--- src/rtl/uart_pkg.sv ---
// Shared UART types and framing constants for the receive path
// (and later the transmit path).
package uart_pkg;

    typedef enum logic [2:0] {IDLE, START, DATA, STOP, BRK} state_t;

    localparam int         OVERSAMPLE  = 16;
    localparam logic [3:0] MID_SAMPLE  = 4'd7;
    localparam logic [3:0] LAST_SAMPLE = 4'd15;
    localparam int         DATA_BITS   = 8;

endpackage

--- src/rtl/sync_fifo.sv ---
// Single-clock show-ahead FIFO: head word is always on rd_data, zero when empty.
// A push into a full FIFO is accepted only when a pop happens in the same cycle.
module sync_fifo #(
    parameter int WIDTH = 8,
    parameter int DEPTH = 4
) (
    input  logic             clk,
    input  logic             reset,
    input  logic             push,
    input  logic [WIDTH-1:0] push_data,
    input  logic             pop,
    output logic [WIDTH-1:0] rd_data,
    output logic             full,
    output logic             empty
);

    localparam int            AW       = $clog2(DEPTH);
    localparam logic [AW:0]   FULL_CNT = (AW + 1)'(DEPTH);

    logic [WIDTH-1:0] mem [DEPTH];
    logic [AW-1:0]    wptr;
    logic [AW-1:0]    rptr;
    logic [AW:0]      count;
    logic             do_push;
    logic             do_pop;

    assign full    = (count == FULL_CNT);
    assign empty   = (count == '0);
    assign do_pop  = pop & ~empty;
    assign do_push = push & (~full | do_pop);

    // Pointers wrap naturally because DEPTH is a power of two.
    always_ff @(posedge clk or posedge reset) begin
        if (reset) begin
            wptr  <= '0;
            rptr  <= '0;
            count <= '0;
        end else begin
            if (do_push) wptr <= wptr + 1'b1;
            if (do_pop)  rptr <= rptr + 1'b1;
            case ({do_push, do_pop})
                2'b10:   count <= count + 1'b1;
                2'b01:   count <= count - 1'b1;
                default: count <= count;
            endcase
        end
    end

    always_ff @(posedge clk) begin
        if (do_push) mem[wptr] <= push_data;
    end

    assign rd_data = empty ? '0 : mem[rptr];

endmodule

--- src/rtl/uart_rx_fifo.sv ---
// UART 8N1 receiver with 16x oversampling, show-ahead receive FIFO and
// sticky overrun / framing-error flags for the CPU status register.
module uart_rx_fifo import uart_pkg::*; #(
    parameter int DIV        = 325,
    parameter int FIFO_DEPTH = 4
) (
    input  logic       clk,
    input  logic       reset,
    input  logic       UART_RX,
    input  logic       rd_en,
    input  logic       err_clr,
    output logic [7:0] rd_data,
    output logic       rx_valid,
    output logic       fifo_full,
    output logic       overrun,
    output logic       frame_err
);

    localparam int            TW       = $clog2(DIV);
    localparam logic [TW-1:0] TICK_MAX = TW'(DIV - 1);
    localparam logic [2:0]    LAST_BIT = 3'(DATA_BITS - 1);

    logic                            sync_p0;
    logic                            rx_s;
    logic [TW-1:0]                   tcnt;
    logic                            tick;
    logic                            tick_rst;
    state_t                          state, state_n;
    logic [$clog2(OVERSAMPLE)-1:0]   scnt, scnt_n;
    logic [2:0]                      bcnt, bcnt_n;
    logic [DATA_BITS-1:0]            shreg, shreg_n;
    logic                            push;
    logic                            ferr_set;
    logic                            ovr_set;
    logic                            fifo_empty;

    always_ff @(posedge clk or posedge reset) begin
        if (reset) begin
            sync_p0 <= 1'b1;
            rx_s    <= 1'b1;
        end else begin
            sync_p0 <= UART_RX;
            rx_s    <= sync_p0;
        end
    end

    // Free-running tick; restarted on the start edge so sampling is bit-centred.
    always_ff @(posedge clk or posedge reset) begin
        if (reset)                tcnt <= '0;
        else if (tick_rst | tick) tcnt <= '0;
        else                      tcnt <= tcnt + 1'b1;
    end

    assign tick = (tcnt == TICK_MAX);

    always_ff @(posedge clk or posedge reset) begin
        if (reset) begin
            state <= IDLE;
            scnt  <= '0;
            bcnt  <= '0;
        end else begin
            state <= state_n;
            scnt  <= scnt_n;
            bcnt  <= bcnt_n;
        end
    end

    always_ff @(posedge clk) begin
        shreg <= shreg_n;
    end

    always_comb begin
        state_n  = state;
        scnt_n   = scnt;
        bcnt_n   = bcnt;
        shreg_n  = shreg;
        push     = 1'b0;
        ferr_set = 1'b0;
        tick_rst = 1'b0;
        case (state)
            IDLE: begin
                if (!rx_s) begin
                    state_n  = START;
                    scnt_n   = '0;
                    tick_rst = 1'b1;
                end
            end
            START: begin
                if (tick) begin
                    if (scnt == MID_SAMPLE) begin
                        state_n = rx_s ? IDLE : DATA;
                        scnt_n  = '0;
                        bcnt_n  = '0;
                    end else begin
                        scnt_n = scnt + 1'b1;
                    end
                end
            end
            DATA: begin
                if (tick) begin
                    if (scnt == LAST_SAMPLE) begin
                        shreg_n = {rx_s, shreg[DATA_BITS-1:1]};
                        scnt_n  = '0;
                        bcnt_n  = bcnt + 1'b1;
                        if (bcnt == LAST_BIT) state_n = STOP;
                    end else begin
                        scnt_n = scnt + 1'b1;
                    end
                end
            end
            STOP: begin
                if (tick) begin
                    if (scnt == LAST_SAMPLE) begin
                        push     = rx_s;
                        ferr_set = ~rx_s;
                        state_n  = rx_s ? IDLE : BRK;
                        scnt_n   = '0;
                    end else begin
                        scnt_n = scnt + 1'b1;
                    end
                end
            end
            BRK: begin
                if (rx_s) state_n = IDLE;
            end
            default: state_n = IDLE;
        endcase
    end

    // A simultaneous pop frees the slot, so only an unpopped full FIFO overruns.
    assign ovr_set = push & fifo_full & ~rd_en;

    always_ff @(posedge clk or posedge reset) begin
        if (reset) begin
            overrun   <= 1'b0;
            frame_err <= 1'b0;
        end else begin
            if (ovr_set)      overrun <= 1'b1;
            else if (err_clr) overrun <= 1'b0;
            if (ferr_set)     frame_err <= 1'b1;
            else if (err_clr) frame_err <= 1'b0;
        end
    end

    sync_fifo #(
        .WIDTH (DATA_BITS),
        .DEPTH (FIFO_DEPTH)
    ) u_fifo (
        .clk       (clk),
        .reset     (reset),
        .push      (push),
        .push_data (shreg_n),
        .pop       (rd_en),
        .rd_data   (rd_data),
        .full      (fifo_full),
        .empty     (fifo_empty)
    );

    assign rx_valid = ~fifo_empty;

endmodule

--- config.mk ---
export PLATFORM = sky130hd
export DESIGN_NAME = uart_rx_fifo
export DESIGN_NICKNAME = d
export VERILOG_FILES = /design/src/rtl/uart_pkg.sv /design/src/rtl/sync_fifo.sv /design/src/rtl/uart_rx_fifo.sv
export SDC_FILE = /design/constraint.sdc
export NUM_CORES = 1
export LEC_CHECK = 0
export CAP_MARGIN = 20
export CORE_MARGIN = 2
export CORE_UTILIZATION = 35
export CTS_CLUSTER_SIZE = 24
export DETAILED_ROUTE_END_ITERATION = 10
export GPL_ROUTABILITY_DRIVEN = 0
export PLACE_DENSITY_LB_ADDON = 0.08
export SLEW_MARGIN = 40
export SYNTH_ARGS = -nofsm -noshare
export SYNTH_HDL_FRONTEND = slang
export SYNTH_HIERARCHICAL = 1
export SYNTH_SLANG_ARGS = --single-unit
--- constraint.sdc ---
create_clock -name clk -period 4.7 [get_ports clk]
set_input_delay 0.47 -clock clk [delete_from_list [all_inputs] [get_ports clk]]
set_output_delay 0.47 -clock clk [all_outputs]
set_load 0.02 [all_outputs]
==> results.yml <==
grt:
  grt_pass1_wl_mm: 9.48
  grt_usage: 0.125
  gr-total-overflow: 0
  antenna_found_initial: 0
  first_global_vias: 1841
  grt_start_max_net_pins: 24
power_and_ir_drop:
  seqPwrFrac: 0.543
  peakVddDrop_v: 0.000237
  power.density_nw_per_um2: 361
  clockPowerShare: 0.347
  p_int_mw: 0.940
  p_leak_nw: 1.54
  power_frac_comb: 0.110
  switching_power_mw: 0.374
  p_sw_frac: 0.285
die:
  die_w_um: 99.5
  die_area_um2: 9890
  core_um2: 8760
  initial_core_util: 0.364
  io_pins: 17
  die_h_um: 99.5
  fp-row-count: 34
sta:
  fmax_ghz: 0.353
  drv_slew: 0
  rsz0062_at_grt: "false"
  fin_tns_setup_ns: 0
  slew_headroom: 0.598
  hold_violations: 0
  worst_slack_ns: 1.87
  min_period_ns: 2.83
  skew_ns: 0.0133
  setup_viol_count_final: 0
  fin_crit_sh: 0.602
  tightest_slew_ns: 0.602
cts:
  cts_num_sinks: 70
  clk_pin_slew_ns: 0.08
  clock_path_buffers: 2
  cts_resized: 0
  cts_root_buffer: "clkbuf_8"
  holdBufCountCts: 0
  numCtsBuffers: 9
  cts_tree: "built"
  postCtsSetupRepairBufs: 0
  cts_max_level: 3
  clk_latency_ns: 0.35
synthesis:
  synth_common_cells: "32 x edfxtp_1, 28 x dfrtp_1, 19 x inv_1, 16 x nor2_1"
  ys_ff_latch: 70
  yosysWarnings: 6
  seq_area_frac_synth: 0.588
  syn_nets: 252
  synthArstFlopShare: 0.429
  avgSynthCellArea_um2: 13.5
  synth-edff-count: 32
  yosysUniqueCellTypes: 50
  yosysMostFrequentCell: "edfxtp_1"
  syn_area_um2: 3190
  synthFlopType: "edfxtp_1"
  synth_top_cell_by_area: "edfxtp_1"
  ys_top_cells_by_area: "edfxtp_1 30%, dfrtp_1 22%, mux4_2 5.6%"
  netlist.area_leader.share: 0.301
  syn_inst: 236
detailed_routing:
  drc_errors: 0
  drt_pass1_iterations: 4
  postRouteAntennaNets: 0
  via_per_inst: 5.05
  vias: 1864
  drt_iter0_drc: 79
  wl_per_cell_um: 15.3
  drt-total-wl_mm: 5.63
worst_setup_path:
  startpoint_type: "register"
  crit_required_ns: 4.23
  crit_type: "reg2out"
  critPathMaxFanout: 10
  end_kind: "output port"
  critical_path_arrival_ns: 2.36
layout:
  drive_above_1_share: 0.199
  syn2layout_area_growth_pct: 14.2
  multi_input_area_um2: 1210
  nNetsFinal: 272
  antenna_cells: 0
  seq_area_um2: 1870
  n_fill_cell: 828
status:
  outcome: "complete, no violations"
place:
  portBuffers: 16
  post-dp-hpwl_mm: 3.76
  place_ws_ns: 2.04
min_path:
  hp-class: "reg2reg"
job:
  maxCapViolations: 0
cells by family (layout without fill, tap and decap cells):
group,after synthesis,in the layout,share of synthesized area
flip-flops,70,70,0.588
AND/OR/NAND/NOR,71,71,0.135
XOR/XNOR,13,13,0.0357
adder cells (fa/ha/maj),11,11,0.0455
AO/OA/AOI/OAI,21,21,0.0514
multiplexers,24,24,0.114
buffers and inverters,26,51,0.0314
worst max-delay path: stages, from the launching register on:
cell	delay, ns
dfrtp_1	0.73
mux4_2	0.59
and2_1	0.17
clkdlybuf4s50_1	0.52
through the flow:
step / utilization / hold WS [ns] / instances / power (mW) / area (µm²)
floorplan: - / 0.273 / 236 / 0.828 / 3190
CTS: 0.415 / 0.362 / 369 / 1.34 / 3640
global route: 0.415 / 0.363 / 369 / 1.39 / 3640
global placement: 0.394 / 0.347 / 353 / 0.875 / 3460
finish: 0.415 / 0.360 / 369 / 1.31 / 3640
detailed placement: 0.394 / 0.350 / 353 / 0.877 / 3460
metal layers:
metal / wire, µm / GRT usage
met5: 0 / 0
met4: 94 / 0.0569
met3: 151 / 0.0232
met2: 2490 / 0.180
met1: 2890 / 0.184
worst paths after layout:
check,startpoint,endpoint,slack (ns),cells after the start
worst min register to register,sync_p0$_DFF_PP1_,rx_s$_DFF_PP1_,0.36,0
worst max register to register,scnt[0]$_DFFE_PP0P_,u_fifo/count[2]$_DFFE_PP0P_,2.01,13
max in group asynchronous,reset,rx_s$_DFF_PP1_,3.83,2
worst max-delay path,u_fifo/rptr[0]$_DFFE_PP0P_,rd_data[4],1.87,3
min in group asynchronous,reset,u_fifo/wptr[0]$_DFFE_PP0P_,0.41,2
worst min-delay path,sync_p0$_DFF_PP1_,rx_s$_DFF_PP1_,0.36,0
final cells by class:
class	count	share of cell area
clock inverters	7	0.0168
repair buffers	16	0.0440
clock buffers	9	0.0340
well taps	108	0.0371
flip-flops and latches	70	0.515
inverters	19	0.0196
multi-input cells	140	0.334
sequential cells by signal, indices dropped and copies added (netlist names):
signal and cells:
u_fifo/rptr 2, state 3, u_fifo/wptr 2, rx_s 1, shreg 8, scnt 4, u_fifo/count 3, sync_p0 1
u_fifo/mem 32, bcnt 3, tcnt 9, frame_err 1, overrun 1
power groups by stage:
| stage | Clock [mW] | Sequential [mW] | Combinational, mW |
|---|---|---|---|
| floorplan | 0 | 0.683 | 0.145 |
| global placement | 0 | 0.733 | 0.142 |
| detailed placement | 0 | 0.731 | 0.146 |
| CTS | 0.472 | 0.718 | 0.147 |
| global route | 0.503 | 0.723 | 0.162 |
| finish | 0.456 | 0.714 | 0.144 |
placed cells by master (no fill, tap or decap), types with 2 or more instances in the layout:
master	netlist	layout
edfxtp_1	32	32
nand3_1	7	7
nand2_1	7	7
clkinvlp_4	0	2
dfstp_2	2	2
o31ai_1	4	4
o41ai_1	2	2
xor2_1	9	9
xnor2_1	4	4
dfxtp_1	8	8
mux2_2	10	10
inv_1	19	18
o22ai_1	2	2
nor3_1	2	2
inv_6	0	4
nand2b_1	3	3
nand4_1	2	2
a31oi_1	3	3
nor4_1	2	2
a31o_2	2	2
ha_1	10	10
mux2_4	2	2
and2_2	4	4
nor2_1	16	16
and3_1	3	3
mux4_2	8	8
clkdlybuf4s50_1	0	16
nand3b_1	2	2
a21oi_1	3	3
mux2i_1	4	4
clkbuf_8	0	9
dfrtp_1	28	28
and4bb_4	2	2
and2_1	10	10
No activity file was read; power rests on OpenSTA's default activity.
